[src/rtl/prio_drain_encode.sv]
// Priority drain encoder: captures a request vector and emits the index
// of each set bit in turn (lowest- or highest-first) over a ready/valid port.
module prio_drain_encode #(
  parameter int N = 8,
  parameter int W = 3
) (
  input  logic         clk,
  input  logic         rst,
  input  logic         load,
  input  logic [N-1:0] in,
  input  logic         mode,
  output logic         in_ready,
  output logic [W-1:0] out,
  output logic         out_valid,
  input  logic         out_ready,
  output logic         last,
  output logic         zero,
  output logic [W:0]   count
);

  typedef enum logic {IDLE, DRAIN} state_t;

  state_t       state, state_d;
  logic [N-1:0] pend, pend_d, pend_clr;
  logic         mode_q, mode_d;
  logic [W-1:0] out_q, out_d;
  logic         zero_q, zero_d;

  // hi=1: ascending scan, last hit wins -> highest set bit.
  // hi=0: descending scan, last hit wins -> lowest set bit.
  function automatic logic [W-1:0] pick(
    input logic [N-1:0] v,
    input logic         hi
  );
    logic [W-1:0] idx;
    idx = '0;
    for (int i = 0; i < N; i++) begin
      if (hi) begin
        if (v[i]) idx = W'(i);
      end else if (v[N-1-i]) begin
        idx = W'(N-1-i);
      end
    end
    return idx;
  endfunction

  function automatic logic [W:0] popcnt(
    input logic [N-1:0] v
  );
    logic [W:0] c;
    c = '0;
    for (int i = 0; i < N; i++)
      c = c + (W+1)'(v[i]);
    return c;
  endfunction

  always_comb begin
    state_d  = state;
    pend_d   = pend;
    mode_d   = mode_q;
    out_d    = out_q;
    zero_d   = 1'b0;
    pend_clr = pend & ~(N'(1) << out_q);
    case (state)
      IDLE: begin
        if (load) begin
          pend_d = in;
          mode_d = mode;
          if (|in) begin
            state_d = DRAIN;
            out_d   = pick(in, mode);
          end else begin
            zero_d = 1'b1;
          end
        end
      end
      DRAIN: begin
        if (out_ready) begin
          pend_d = pend_clr;
          if (|pend_clr) out_d = pick(pend_clr, mode_q);
          else state_d = IDLE;
        end
      end
      default: state_d = IDLE;
    endcase
  end

  always_ff @(posedge clk) begin
    if (rst) begin
      state  <= IDLE;
      pend   <= '0;
      mode_q <= 1'b0;
      out_q  <= '0;
      zero_q <= 1'b0;
    end else begin
      state  <= state_d;
      pend   <= pend_d;
      mode_q <= mode_d;
      out_q  <= out_d;
      zero_q <= zero_d;
    end
  end

  assign in_ready  = (state == IDLE);
  assign out_valid = (state == DRAIN);
  assign out       = out_q;
  assign zero      = zero_q;
  assign count     = out_valid ? popcnt(pend) : '0;
  assign last      = out_valid && (count == (W+1)'(1));

endmodule

[config.mk]
export PLATFORM = sky130hd
export DESIGN_NAME = prio_drain_encode
export DESIGN_NICKNAME = d
export VERILOG_FILES = /design/src/rtl/prio_drain_encode.sv
export SDC_FILE = /design/constraint.sdc
export NUM_CORES = 1
export LEC_CHECK = 0
export ABC_CLOCK_PERIOD_IN_PS = 2900
export CAP_MARGIN = 20
export CORE_MARGIN = 4
export CORE_UTILIZATION = 40
export CTS_BUF_LIST = sky130_fd_sc_hd__clkbuf_16
export CTS_CLUSTER_DIAMETER = 100
export DETAILED_ROUTE_END_ITERATION = 16
export HOLD_SLACK_MARGIN = 0.03
export PLACE_DENSITY = 0.71
export SYNTH_ARGS = -nofsm -noshare
export SYNTH_HDL_FRONTEND = slang
export SYNTH_SLANG_ARGS = --single-unit
[constraint.sdc]
create_clock -name clk -period 2.9 [get_ports clk]
set_input_delay 0.29 -clock clk [delete_from_list [all_inputs] [get_ports clk]]
set_output_delay 0.29 -clock clk [all_outputs]
set_load 0.02 [all_outputs]
==> qor.csv <==
metric,value,unit
clk_pin_slew,0.05,ns
nets,242,
endpoint_kind,output port,
synth.net_count,210,
max_cap_viol_count,0,
slew_viol_final,0,
setup_viol,5,
synth_ff_type,dfxtp_1,
die_w,66.3,um
synth_area,0.00136,sq mm
grt_usage,18.4,%
synth_edf_count,0,
postSynthCellCount,190,
synth_top_area_share,20.6,%
hold_viol,0,
worstPathArrival,3.28,ns
floorplan.initialDensity,43.1,%
max_slew_margin,60.3,%
drt-pass1-iter-count,4,
final_cells,265,
yosysMostFrequentCell,nand2_1,
crit_path_frequent_cell,fa_1,
placement.io_buffers,23,
grt_pass1_wl,6240,um
rsz0062_at_grt,yes,
die_h,66.3,um
final_antenna_net_count,0,
num_vias,1483,
synth_xor_area_share,0.645,%
grtUsageMet3,2.04,%
drt-total-wl,3760,um
synth_mux_area_share,3.32,%
crit_type,reg -> out,
swShare,35.0,%
nFillCells,291,
core,0.00315,sq mm
holdPathStages,2,
cp_slowest_cell,fa_1,
skew,0.00174,ns
holdBufCountCts,0,
ys.warnings.count,0,
synthArstFlopShare,0,%
cp_slowest_stage_delay,0.53,ns
p_leak,0.695,nW
yosys.area_share.simple,32.0,%
required,2.61,ns
io_pins,24,
yosysTopAreaCell,dfxtp_1,
drc_errors,0,
root_buffer,clkbuf_16,
met2_usage,27.9,%
worstMarginPinSlew,0.595,ns
path_max_fanout,2,
worst_setup_path_start_kind,flop,
synth.area.top_cells,"dfxtp_1, nand2_1, nor2_1",
min_path_type,reg -> reg,
cts_made_buffers,3,
top_usage_layer,met2,
synthTopCellsByCount,"nand2_1, nor2_1, a21oi_1",
overflow,0,
via_per_inst,5.60,
synthAdderAreaFrac,8.66,%
p_int,0.555,mW
core.rowCount,20,
wl_per_cell,14.2,um
place.gp.congestion,0.900,
synth_top_family_by_area,simple AND/OR/NAND/NOR gates,
ff2ff_path_depth,6,
area_delta_synth_final,34.9,%
rr_startpoint,out[1],
period_needed,3.57,ns
crit_path_cell_trace,"fa_1, inv_1, fa_1, fa_1, inv_2, ha_4, fa_2, xor2_2, nor4b_4, buf_4",
drt_iter0_drc,94,
pwr-share-seq,28.2,%
hpwl,2820,um
powerDensity,466,mW/mm^2
synth_compound_area_share,27.4,%
grt_max_degree,19,
p_comb_share,40.6,%
place_ws,-0.915,ns
seq_area_frac_synth,20.6,%
synth-seq-cells,14,
post-place-cells,260,
cts_buffer_depth,2,
fmax,0.280,GHz
syn_avg_cell_area,7.15,sq um
fin_ws,-0.673,ns
grt_antenna_before_repair,0,
holdWs,0.627,ns
antenna_cells,0,
p_switching,0.299,mW
drive_gt1_share,19.9,%
violations,negative setup slack,
tritoncts,built,
pwr-share-clk,31.2,%
grt_pass1_vias,1314,
htree_num_levels,1,
clk_latency,0.25,ns
yosysUniqueCellTypes,47,
crit_start,pend[0],
fp.dieArea,0.00439,sq mm
met1_usage,26.1,%
fin_crit_sh,123,%
min_from,mode_q,
ir_drop,0.000366,V
status,"complete, but fails checks",
clkSinkCount,14,
## power groups by stage
stage          Sequential (mW)  Combinational (mW)  Clock, mW
2_1_floorplan            0.236               0.222          0
3_3_place_gp             0.244               0.321          0
3_5_place_dp             0.243               0.324          0
4_1_cts                  0.240               0.340      0.264
5_1_grt                  0.244               0.382      0.273
6_report                 0.241               0.347      0.267
## what timing repair did
item,CTS,global route
pin swaps,2,1
resized for setup,32,1
setup buffers,1,1
endpoints found under the setup margin,5,5
gates cloned,0,0
## registers in the layout, summed over array words and instances (netlist names)
signal     cells
out            3
out_valid      1
pend           8
mode_q         1
zero           1
## cell type report
cell class	instances	area [sq um]	share of cell area, %
Sequential cell	14	283	15.4
Timing Repair Buffer	38	343	18.7
Clock inverter	1	3.75	0.205
Tap cell	44	55.1	3.01
Clock buffer	3	75.1	4.10
Inverter	12	45.0	2.46
Multi-Input combinational cell	153	1030	56.1
## final timing paths
kind / end / slack [ns]
max: last / -0.67
min: mode_q / 0.63
max reg2reg: out[2] / 0.76
min reg2reg: mode_q / 0.63
## stage by stage
stage	total power, mW	util, %	setup TNS, ns	instance area (sq um)
6_report	0.854	58.1	-2.13	1830
5_1_grt	0.899	58.1	-2.65	1830
4_1_cts	0.844	57.7	-1.97	1820
3_5_place_dp	0.568	54.8	-3.28	1730
3_3_place_gp	0.564	54.8	-2.99	1730
2_1_floorplan	0.458	-	-0.701	1390
## worst max-delay path: cells and delay by family, from the launching register on
family,cells,cell delay [ns]
buffers and inverters,3,0.28
adder cells (fa/ha/maj),5,2.01
flip-flops,1,0.32
XOR/XNOR,1,0.17
AND/OR/NAND/NOR,1,0.25
## logic make-up (layout without fill, tap and decap cells)
kind of cell	count (synthesis)	after routing
AND/OR/NAND/NOR	88	88
AO/OA/AOI/OAI	53	53
XOR/XNOR	1	1
multiplexers	4	4
flip-flops	14	14
adder cells (fa/ha/maj)	7	7
buffers and inverters	23	54
## cell usage in the layout, fill, tap and decap left out, drive strengths merged, types with 4 or more instances in the layout
master / count
nand2: 29
nor2: 24
buf: 20
clkdlybuf4s50: 18
a21oi: 17
dfxtp: 14
inv: 12
o21ai: 12
nor2b: 6
nand3: 5
nand2b: 5
nand4: 4
a311oi: 4
fa: 4
## layer usage
layer,vias up,part of all wire (%)
li1,736,-
met1,686,47
met2,54,46
met3,7,5.4
met4,0,1.7
met5,-,0
Power figures use the tool's default switching activity.
